### config.mk
export PLATFORM = sky130hd
export DESIGN_NAME = pid_mc
export DESIGN_NICKNAME = d
export VERILOG_FILES = /design/src/rtl/pid_pkg.sv /design/src/rtl/pid_sat_sum.sv /design/src/rtl/pid_mc.sv
export SDC_FILE = /design/constraint.sdc
export NUM_CORES = 2
export LEC_CHECK = 0
export ABC_AREA = 0
export CAP_MARGIN = 30
export CORE_AREA = 2 2 379 193
export DETAILED_ROUTE_END_ITERATION = 16
export DIE_AREA = 0 0 381 195
export GPL_TIMING_DRIVEN = 0
export MAX_ROUTING_LAYER = met4
export PLACE_DENSITY_LB_ADDON = 0.12
export SLEW_MARGIN = 25
export SYNTH_ARGS = -nofsm -noshare
export SYNTH_HDL_FRONTEND = slang
export SYNTH_SLANG_ARGS = --single-unit
export TNS_END_PERCENT = 1
### constraint.sdc
create_clock -name clk -period 14 [get_ports clk]
set_clock_uncertainty 0.2 [all_clocks]
set_input_delay 4.2 -clock clk [delete_from_list [all_inputs] [get_ports clk]]
set_output_delay 4.2 -clock clk [all_outputs]
set_load 0.1 [all_outputs]
### src/rtl/pid_pkg.sv
// pid_pkg: shared FSM states, register indices and signed saturation helper for pid_mc
package pid_pkg;
  typedef enum logic [2:0] {IDLE, LOAD, MUL_P, MUL_I, MUL_D, SUM, OUT} state_t;
  localparam logic [2:0] REG_KP = 3'd0;
  localparam logic [2:0] REG_KI = 3'd1;
  localparam logic [2:0] REG_KD = 3'd2;
  localparam logic [2:0] REG_MIN = 3'd3;
  localparam logic [2:0] REG_MAX = 3'd4;
  localparam logic [2:0] REG_CLR = 3'd5;
  function automatic logic signed [63:0] sat_s(input logic signed [63:0] x, input int w);
    logic signed [63:0] hi, lo;
    hi = (64'sd1 <<< (w - 1)) - 64'sd1;
    lo = -hi - 64'sd1;
    return (x > hi) ? hi : (x < lo) ? lo : x;
  endfunction
endpackage

### src/rtl/pid_sat_sum.sv
// pid_sat_sum: floor-shifts three Q-format products, sums in D_WIDTH+2 bits and clamps to [mn_i, mx_i] (mx_i wins if mn_i > mx_i); hi_o/lo_o flag clamping
module pid_sat_sum #(
  parameter int D_WIDTH = 16,
  parameter int Q_BITS = 13
) (
  input  logic signed [2*D_WIDTH-1:0] p_i,
  input  logic signed [2*D_WIDTH-1:0] i_i,
  input  logic signed [2*D_WIDTH-1:0] d_i,
  input  logic signed [D_WIDTH-1:0]   mn_i,
  input  logic signed [D_WIDTH-1:0]   mx_i,
  output logic signed [D_WIDTH-1:0]   y_o,
  output logic                        hi_o,
  output logic                        lo_o
);
  localparam int S = D_WIDTH + 2;
  logic signed [2*D_WIDTH-1:0] ps, is, ds;
  logic signed [S-1:0] sum, smn, smx;
  logic unused_ok;
  assign ps = p_i >>> Q_BITS;
  assign is = i_i >>> Q_BITS;
  assign ds = d_i >>> Q_BITS;
  assign sum = S'(ps) + S'(is) + S'(ds);
  assign smn = S'(mn_i);
  assign smx = S'(mx_i);
  assign hi_o = sum > smx;
  assign lo_o = !hi_o && (sum < smn);
  assign y_o = (mn_i > mx_i || hi_o) ? mx_i : lo_o ? mn_i : D_WIDTH'(sum);
  assign unused_ok = ^{ps[2*D_WIDTH-1:S], is[2*D_WIDTH-1:S], ds[2*D_WIDTH-1:S]};
endmodule

### src/rtl/pid_mc.sv
// pid_mc: multi-channel round-robin PID with one shared multiplier (LOAD,MUL_P,MUL_I,MUL_D,SUM,OUT); ports clk, rst, write_enable/reg_addr/reg_data register writes, iterate_enable, packed target/measurement, out/out_ch/out_valid; anti-windup when PID_ANTIWINDUP_EN is defined
module pid_mc
  import pid_pkg::*;
#(
  parameter int D_WIDTH = 16,
  parameter int Q_BITS = 13,
  parameter int N_CH = 4,
  localparam int CH_W = (N_CH > 1) ? $clog2(N_CH) : 1
) (
  input  logic                     clk,
  input  logic                     rst,
  input  logic                     write_enable,
  input  logic                     iterate_enable,
  input  logic [D_WIDTH-1:0]       reg_addr,
  input  logic [D_WIDTH-1:0]       reg_data,
  input  logic [N_CH*D_WIDTH-1:0]  target,
  input  logic [N_CH*D_WIDTH-1:0]  measurement,
  output logic [D_WIDTH-1:0]       out,
  output logic [CH_W-1:0]          out_ch,
  output logic                     out_valid
);
  typedef logic signed [D_WIDTH-1:0] word_t;
  localparam word_t W_MIN = {1'b1, {(D_WIDTH-1){1'b0}}};
  localparam word_t W_MAX = {1'b0, {(D_WIDTH-1){1'b1}}};
  state_t state_q, state_d;
  logic [CH_W-1:0] ch_q, out_ch_q, wch;
  word_t kp_q[N_CH], ki_q[N_CH], kd_q[N_CH], mn_q[N_CH], mx_q[N_CH], integ_q[N_CH], prev_q[N_CH];
  word_t kp_l, ki_l, kd_l, mn_l, mx_l, err_l, in_l, dv_l, out_q, tgt, meas, e, ma, mb, y;
  logic signed [D_WIDTH:0] diff, isum, dsum;
  logic signed [2*D_WIDTH-1:0] prod, p_q, i_q, d_q;
  logic out_valid_q, hi_q, lo_q, hi, lo, aw_hold, wok, unused_ok;
  logic [2:0] widx;
  assign tgt = target[ch_q*D_WIDTH +: D_WIDTH];
  assign meas = measurement[ch_q*D_WIDTH +: D_WIDTH];
  assign diff = tgt - meas;
  assign e = word_t'(sat_s(64'(diff), D_WIDTH));
  assign isum = integ_q[ch_q] + e;
  assign dsum = e - prev_q[ch_q];
  assign ma = (state_q == MUL_P) ? kp_l : (state_q == MUL_I) ? ki_l : kd_l;
  assign mb = (state_q == MUL_P) ? err_l : (state_q == MUL_I) ? in_l : dv_l;
  assign prod = ma * mb;
  assign widx = reg_addr[2:0];
  assign wch = reg_addr[CH_W+2:3];
  assign wok = write_enable && (32'(wch) < N_CH);
  assign unused_ok = ^reg_addr[D_WIDTH-1:CH_W+3];
  assign out = out_q;
  assign out_ch = out_ch_q;
  assign out_valid = out_valid_q;
`ifdef PID_ANTIWINDUP_EN
  assign aw_hold = (hi_q && err_l > 0) || (lo_q && err_l < 0);
`else
  logic unused_aw;
  assign unused_aw = hi_q ^ lo_q;
  assign aw_hold = 1'b0;
`endif
  pid_sat_sum #(.D_WIDTH(D_WIDTH), .Q_BITS(Q_BITS)) u_sum (
    .p_i(p_q), .i_i(i_q), .d_i(d_q), .mn_i(mn_l), .mx_i(mx_l), .y_o(y), .hi_o(hi), .lo_o(lo)
  );
  always_comb begin
    state_d = state_q;
    case (state_q)
      IDLE:    state_d = iterate_enable ? LOAD : IDLE;
      LOAD:    state_d = MUL_P;
      MUL_P:   state_d = MUL_I;
      MUL_I:   state_d = MUL_D;
      MUL_D:   state_d = SUM;
      SUM:     state_d = OUT;
      OUT:     state_d = iterate_enable ? LOAD : IDLE;
      default: state_d = IDLE;
    endcase
  end
  always_ff @(posedge clk) begin
    if (rst) begin
      state_q <= IDLE;
      ch_q <= '0;
      out_q <= '0;
      out_ch_q <= '0;
      out_valid_q <= 1'b0;
      {kp_l, ki_l, kd_l, err_l, in_l, dv_l} <= '0;
      mn_l <= W_MIN;
      mx_l <= W_MAX;
      {p_q, i_q, d_q} <= '0;
      {hi_q, lo_q} <= '0;
      for (int c = 0; c < N_CH; c++) begin
        {kp_q[c], ki_q[c], kd_q[c], integ_q[c], prev_q[c]} <= '0;
        mn_q[c] <= W_MIN;
        mx_q[c] <= W_MAX;
      end
    end else begin
      state_q <= state_d;
      out_valid_q <= state_q == SUM;
      if (state_q == LOAD) begin
        err_l <= e;
        in_l <= word_t'(sat_s(64'(isum), D_WIDTH));
        dv_l <= word_t'(sat_s(64'(dsum), D_WIDTH));
        kp_l <= kp_q[ch_q];
        ki_l <= ki_q[ch_q];
        kd_l <= kd_q[ch_q];
        mn_l <= mn_q[ch_q];
        mx_l <= mx_q[ch_q];
      end
      if (state_q == MUL_P) p_q <= prod;
      if (state_q == MUL_I) i_q <= prod;
      if (state_q == MUL_D) d_q <= prod;
      if (state_q == SUM) begin
        out_q <= y;
        out_ch_q <= ch_q;
        hi_q <= hi;
        lo_q <= lo;
      end
      if (state_q == OUT) begin
        integ_q[ch_q] <= aw_hold ? integ_q[ch_q] : in_l;
        prev_q[ch_q] <= err_l;
        ch_q <= (32'(ch_q) == N_CH - 1) ? '0 : ch_q + 1'b1;
      end
      // a clear landing on the same edge as the OUT update wins
      if (wok) begin
        case (widx)
          REG_KP:  kp_q[wch] <= reg_data;
          REG_KI:  ki_q[wch] <= reg_data;
          REG_KD:  kd_q[wch] <= reg_data;
          REG_MIN: mn_q[wch] <= reg_data;
          REG_MAX: mx_q[wch] <= reg_data;
          REG_CLR: begin
            integ_q[wch] <= '0;
            prev_q[wch] <= '0;
          end
          default: ;
        endcase
      end
    end
  end
endmodule

* Word level (Yosys, flattened, before mapping)
Memories as Yosys holds them, arrays and structs flattened. A register that Yosys moved wholly into a read port is not among the register bits.
Cells that the tools add are included.
** Word-level totals
- Bits in registers :: 533
- Memories :: 2
- Input bits :: 164
- Bits in writable memories :: 128
- Logic and storage cells :: 151
- Output and inout port bits :: 19
** Operators by class
- Muxes and demuxes :: 63
- Equality and inequality tests :: 12
- Add/sub/neg operators :: 6
- Shift-type cells :: 2
- Multipliers :: 1
- $lt $le $gt $ge :: 13
- Reduce and logical (&&, ||, !) cells :: 13
- Bitwise operators :: 5
** Memory list
- mn_q :: words 4, bits a word 16, read ports 1, clocked after Yosys merged registers in 1, write ports 4, line pid_mc.sv:27 : word_t kp_q[N_CH], ki_q[N_CH], kd_q[N_CH], mn_q[N_CH], mx_q[N_CH], integ_q[N_CH], prev_q[N_CH];
- mx_q :: words 4, bits a word 16, read ports 1, clocked after Yosys merged registers in 1, write ports 4, line pid_mc.sv:27
** Operators by type and width (number)
- 64-bit two-way mux :: 8
- 16-bit two-way mux :: 26
- 64-bit bitwise mux :: 5
- 16-bit binary-select mux with 2-bit select :: 5
- 64-bit AND :: 2
- 64-bit by 7-bit indexed part select with 16-bit output :: 2
- 16-bit demux with 2-bit select :: 2
- 64-bit NOT :: 1
- 17-bit by 16-bit greater-than comparator with 1-bit output (second input constant) :: 3
- 17-bit by 16-bit < comparator with 1-bit output (second input constant) :: 3
- 18-bit adder :: 2
- 16-bit by 16-bit subtractor with 17-bit output :: 2
- 16-bit OR reduction :: 2
- 16-bit by 16-bit multiplier with 31-bit output :: 1
- 18-bit by 16-bit greater-than comparator with 1-bit output :: 1
- 18-bit by 16-bit < comparator with 1-bit output :: 1
- 3-bit case mux with 6 select lines :: 1
- 16-bit by 16-bit adder with 17-bit output :: 1
- 16-bit greater-than comparator :: 1
- 3-bit == test (second input constant) :: 5
- 1-bit two-way mux :: 13
- 3-bit by 2-bit == test with 1-bit output (second input constant) :: 4
- 3-bit by 1-bit == test with 1-bit output (second input constant) :: 2
- 3-bit greater-or-equal comparator (second input constant) :: 2
- other kinds (11) :: 20

* Logic depth before layout (Yosys ltp)
- Word-level depth :: 11
- Depth in mapped cells :: 35

* Hierarchy
A second synthesis with hierarchy kept.
** Second synthesis, totals
- Cells, all modules :: 4918
- Area, all modules :: 43649.4 um2
** Modules (own cells, without submodules)
- pid_mc :: seq. area each 15214.6 um2, cells an instance 4595, instances 1, area an instance 40924.2 um2
- pid_sat_sum :: seq. area each 0.0 um2, cells an instance 323, instances 1, area an instance 2725.1 um2

* Worst setup path after synthesis
No wires, ideal clock.
- Path type :: input -> register
- Start :: in measurement[48]
- End :: reg in_l[11]
- Arrival time :: 9699 ps
- Data required time :: 13720 ps
- Setup slack :: 4022 ps
- Buffers on the path :: 3
- Stages :: 31
- Path through :: mux4_2 -> ha_1 -> inv_1 -> fa_1 -> a21oi_1 -> o221a_1 -> nor2_2 -> nor2_1 -> nor3_4 -> inv_2 -> or3_1 -> buf_2 -> o21ai_0 -> ha_1 -> inv_1 -> fa_1 -> nor2b_1 -> o21ai_0 -> nand2b_1 -> nor2_1 -> o22a_1 -> nor3_1 -> a311oi_1 -> a211o_1 -> a21boi_4 -> o21ai_1 -> a22o_1 -> buf_6 -> buf_8 -> maj3_2 -> a211oi_2
** On the way
- Longest elaborated chain between the ends :: 9
- Elaborated cells on any way between the ends :: 11
** RTL lines
- start: declaration :: line pid_mc.sv:17 : input logic [N_CH*D_WIDTH-1:0] measurement,
- 64-bit by 7-bit indexed part select with 16-bit output (*) :: line pid_mc.sv:34 : assign meas = measurement[ch_q*D_WIDTH +: D_WIDTH];
- 16-bit by 16-bit subtractor with 17-bit output (*) :: line pid_mc.sv:35 : assign diff = tgt - meas;
- 17-bit by 16-bit < comparator with 1-bit output :: line pid_pkg.sv:14 : return (x > hi) ? hi : (x < lo) ? lo : x;
- 16-bit two-way mux :: line pid_pkg.sv:14
- 16-bit two-way mux (*) :: line pid_pkg.sv:14
- net e[15] :: line pid_mc.sv:28 : word_t kp_l, ki_l, kd_l, mn_l, mx_l, err_l, in_l, dv_l, out_q, tgt, meas, e, ma, mb, y;
- 16-bit by 16-bit adder with 17-bit output (*) :: line pid_mc.sv:37 : assign isum = integ_q[ch_q] + e;
- 17-bit by 16-bit < comparator with 1-bit output :: line pid_pkg.sv:14
- 16-bit two-way mux :: line pid_pkg.sv:14
- 16-bit two-way mux (*) :: line pid_pkg.sv:14
- end signal: assignment :: line pid_mc.sv:94 : in_l <= word_t'(sat_s(64'(isum), D_WIDTH));
- end: declaration :: line pid_mc.sv:28
Mark *: on every way through the listed nets, which the timed path passes. The rest lies on a longest branch.
A chain may end at the register's enable or synchronous reset.

* Worst setup path in the final report
- Start :: in measurement[32]
- End :: reg in_l[14]
Same word-level chain as after synthesis.

==> reports/metrics.yaml <==
status:
  status: "complete, no violations"
clock_network:
  postCtsSetupBuffers: 0
  cts.clk_slew.worst_paths_ps: 60
  htree_levels: 3
  post_cts_resized: 0
  insertion_delay_ps: 630
  cts_sinks: 654
  cts_root_buf: "clkbuf_16"
  cts_tree: "built"
  cts_max_path_buffers: 3
  cts_made_buffers: 66
  holdBufCountCts: 0
power_and_ir_drop:
  p_leak_uw: 0.0171
  swShare_pct: 30.5
  p_int_uw: 3310
  power_switching_uw: 1450
  p_clk_share_pct: 38.3
  p_seq_share_pct: 42.5
  irDropWorstVdd_uv: 105
  powerDensity_mw_per_mm2: 102
  combPwrFrac_pct: 19.2
job:
  cap_violations: 0
sta:
  hold_viol: 0
  min_period_over_period_pct: 80.0
  tightest_slew_ps: 1060
  finalCriticalPeriod_ps: 11200
  rsz0062_at_grt: "false"
  drv_slew: 0
  fin_setup_tns_ps: 0
  finalSetupViolCount: 0
  fmax_ghz: 0.0893
  maxSlewHeadroom_pct: 27.1
min_path:
  worst_hold_path_type: "reg -> reg"
final_layout:
  nets: 5494
  drive_above_1_share_pct: 7.16
  areaGrowthSynthToFinish_pct: 12.5
  finish.utilization_pct: 66.1
synth:
  avgSynthCellArea_um2: 8.99
  synth_edf_count: 128
  synth_seq_area_share_pct: 34.6
  ys.flop_type: "dfxtp_1"
  yosysWarnings: 0
  ys_types: 90
  synthArstFlopShare_pct: 0
  synth_nets: 5252
  syn_inst: 4620
  synth_area_mm2: 0.0415
  synth_seq_cells: 654
global_routing:
  grt_pass1_wl_um: 203000
  grt_usage_pct: 37.0
  grt_antenna_before_repair: 1
  overflow: 0
  grt_pass1_vias: 34100
  grt_max_degree: 17
worst_setup_path:
  crit_fanout: 10
  arrival_ps: 11460
  start_kind: "input port"
  cp-end-kind: "register"
  crit_required_ps: 14260
  path_class: "in -> reg"
route:
  drc: 0
  wl_um: 135000
  antenna_left: 0
  via_per_inst: 5.98
  drtIter0Drc: 3989
  vias: 35100
  dr.pass1.iters: 8
  wl_per_cell_um: 22.9
placed_design:
  dpl.hpwl_um: 106000
  gp_congestion: 1.05
  portBuffers: 155
die:
  row_count: 69
  die_w_um: 381
  coreArea_mm2: 0.0706
  die_y_um: 195
  start_util_pct: 58.8
  io_pins: 183
  die-area_mm2: 0.0743
-- per-stage QoR --
| stage | total power [µW] | setup slack (ps) | instances | cell area [µm²] | hold slack [ps] |
|---|---|---|---|---|---|
| 3_5_place_dp | 2940 | 2460 | 5743 | 44400 | 245 |
| 5_1_grt | 4900 | 2540 | 5872 | 46700 | 269 |
| 3_3_place_gp | 2930 | 2570 | 5733 | 44300 | 238 |
| 4_1_cts | 4730 | 3060 | 5862 | 46600 | 254 |
| 2_1_floorplan | 2620 | 4020 | 4620 | 41500 | 233 |
| 6_report | 4760 | 2800 | 5872 | 46700 | 252 |
-- logic make-up (layout without fill, tap and decap cells) --
logic type,after synthesis,in the layout,share of synthesized area (%)
other,0,1,0
multiplexers,197,197,9.11
buffers and inverters,658,951,6.04
AND/OR/NAND/NOR,1680,1680,16.6
XOR/XNOR,80,80,1.71
flip-flops,654,654,34.6
adder cells (fa/ha/maj),485,485,19.5
AO/OA/AOI/OAI,866,866,12.4
-- cell usage after synthesis (40+ instances only) --
cell      count  area (µm²)
mux4_2      144        3240
o21ai_0      57         285
nand2_1    1181        4430
ha_1        192        2400
fa_1        276        5530
nor2_1      267        1000
and3_1       49         307
dfxtp_1     526       10500
edfxtp_1    128        3840
clkbuf_1    248         931
xnor2_1      58         508
mux2i_1      44         440
o21a_1       40         300
a21oi_1     545        2730
inv_1       371        1390
-- layout by cell type, fill, tap and decap left out, types with 10 or more instances in the layout --
master / n
maj3_2: 15
nor2b_1: 16
fa_1: 276
inv_1: 371
nor3_1: 22
dfxtp_1: 526
buf_1: 27
nor2_1: 267
and3_1: 49
a211oi_2: 14
a211oi_1: 36
mux2i_1: 42
xnor2_1: 58
ha_1: 192
a21o_1: 35
and2_1: 39
o21ai_1: 23
nand2_1: 1181
clkdlybuf4s50_1: 155
nand3b_1: 10
nand4_1: 10
mux4_2: 144
nand2b_1: 27
buf_6: 13
a21oi_1: 545
clkbuf_16: 66
xor2_1: 21
a211o_1: 20
o21a_1: 40
o21ai_0: 57
nand3_1: 23
edfxtp_1: 128
o21bai_1: 21
clkbuf_1: 260
-- final timing paths --
kind                         startpoint                    end  slack (ps)  cells after the start
setup / recovery        measurement[32]  in_l[14]$_SDFFE_PP0P_        2800                     28
hold / removal    kp_q[42]$_SDFFE_PP0P_  kp_q[42]$_SDFFE_PP0P_         250                      2
setup reg to reg  state_q[0]$_SDFF_PP0_   p_q[27]$_SDFFE_PP0P_        3120                     28
hold reg to reg   kp_q[42]$_SDFFE_PP0P_  kp_q[42]$_SDFFE_PP0P_         250                      2
-- critical path: stages --
cell and delay (ps):
clkdlybuf4s50_1 410, mux4_2 470, ha_1 250, inv_1 90, fa_1 220, a21oi_1 130, o221a_1 330, nor2_2 180
nor2_1 100, nor3_4 520, inv_2 270, o21a_1 280, clkbuf_1 230, o21ai_0 790, ha_1 400, nor2b_1 140
o21ai_0 130, nand2b_1 80, nor2_1 220, o22a_1 200, nor3_1 60, a311oi_1 410, a211o_1 280, a21boi_4 100
or4_1 520, o211ai_1 130, maj3_2 250, a211oi_2 60
-- power by group through the flow --
stage | combinational, µW | sequential [µW] | clock [µW]
floorplan | 584 | 2040 | 0
global placement | 873 | 2060 | 0
detailed placement | 883 | 2060 | 0
CTS | 888 | 2020 | 1820
global route | 974 | 2030 | 1900
finish | 916 | 2020 | 1820
-- state kept, by name (all words and copies together) (netlist names), 18 cells and up --
| signal | cells |
|---|---|
| d_q | 18 |
| i_q | 18 |
| integ_q | 64 |
| kd_q | 64 |
| ki_q | 64 |
| kp_q | 64 |
| mn_q | 64 |
| mx_q | 64 |
| p_q | 18 |
| prev_q | 64 |
-- final cells by class --
type                            instances  area [µm²]
Sequential cell                       654       14400
Clock buffer                           87        1810
Timing Repair Buffer                  174        1730
Inverter                              372        1400
Clock inverter                         32         395
Multi-Input combinational cell       3308       24700
Fill cell                            5927       23900
Antenna cell                            1        2.50
Tap cell                              958        1200
Buffer                                286        1120
-- metal layers --
| metal | vias up | global-route usage (%) | share of wire (%) |
|---|---|---|---|
| met5 | - | - | 0 |
| met4 | 0 | 9.33 | 2.5 |
| met3 | 231 | 9.03 | 11 |
| met2 | 1735 | 53.8 | 43 |
| met1 | 17300 | 52.1 | 43 |
| li1 | 15900 | - | - |
(Power assumes the default switching activity.)
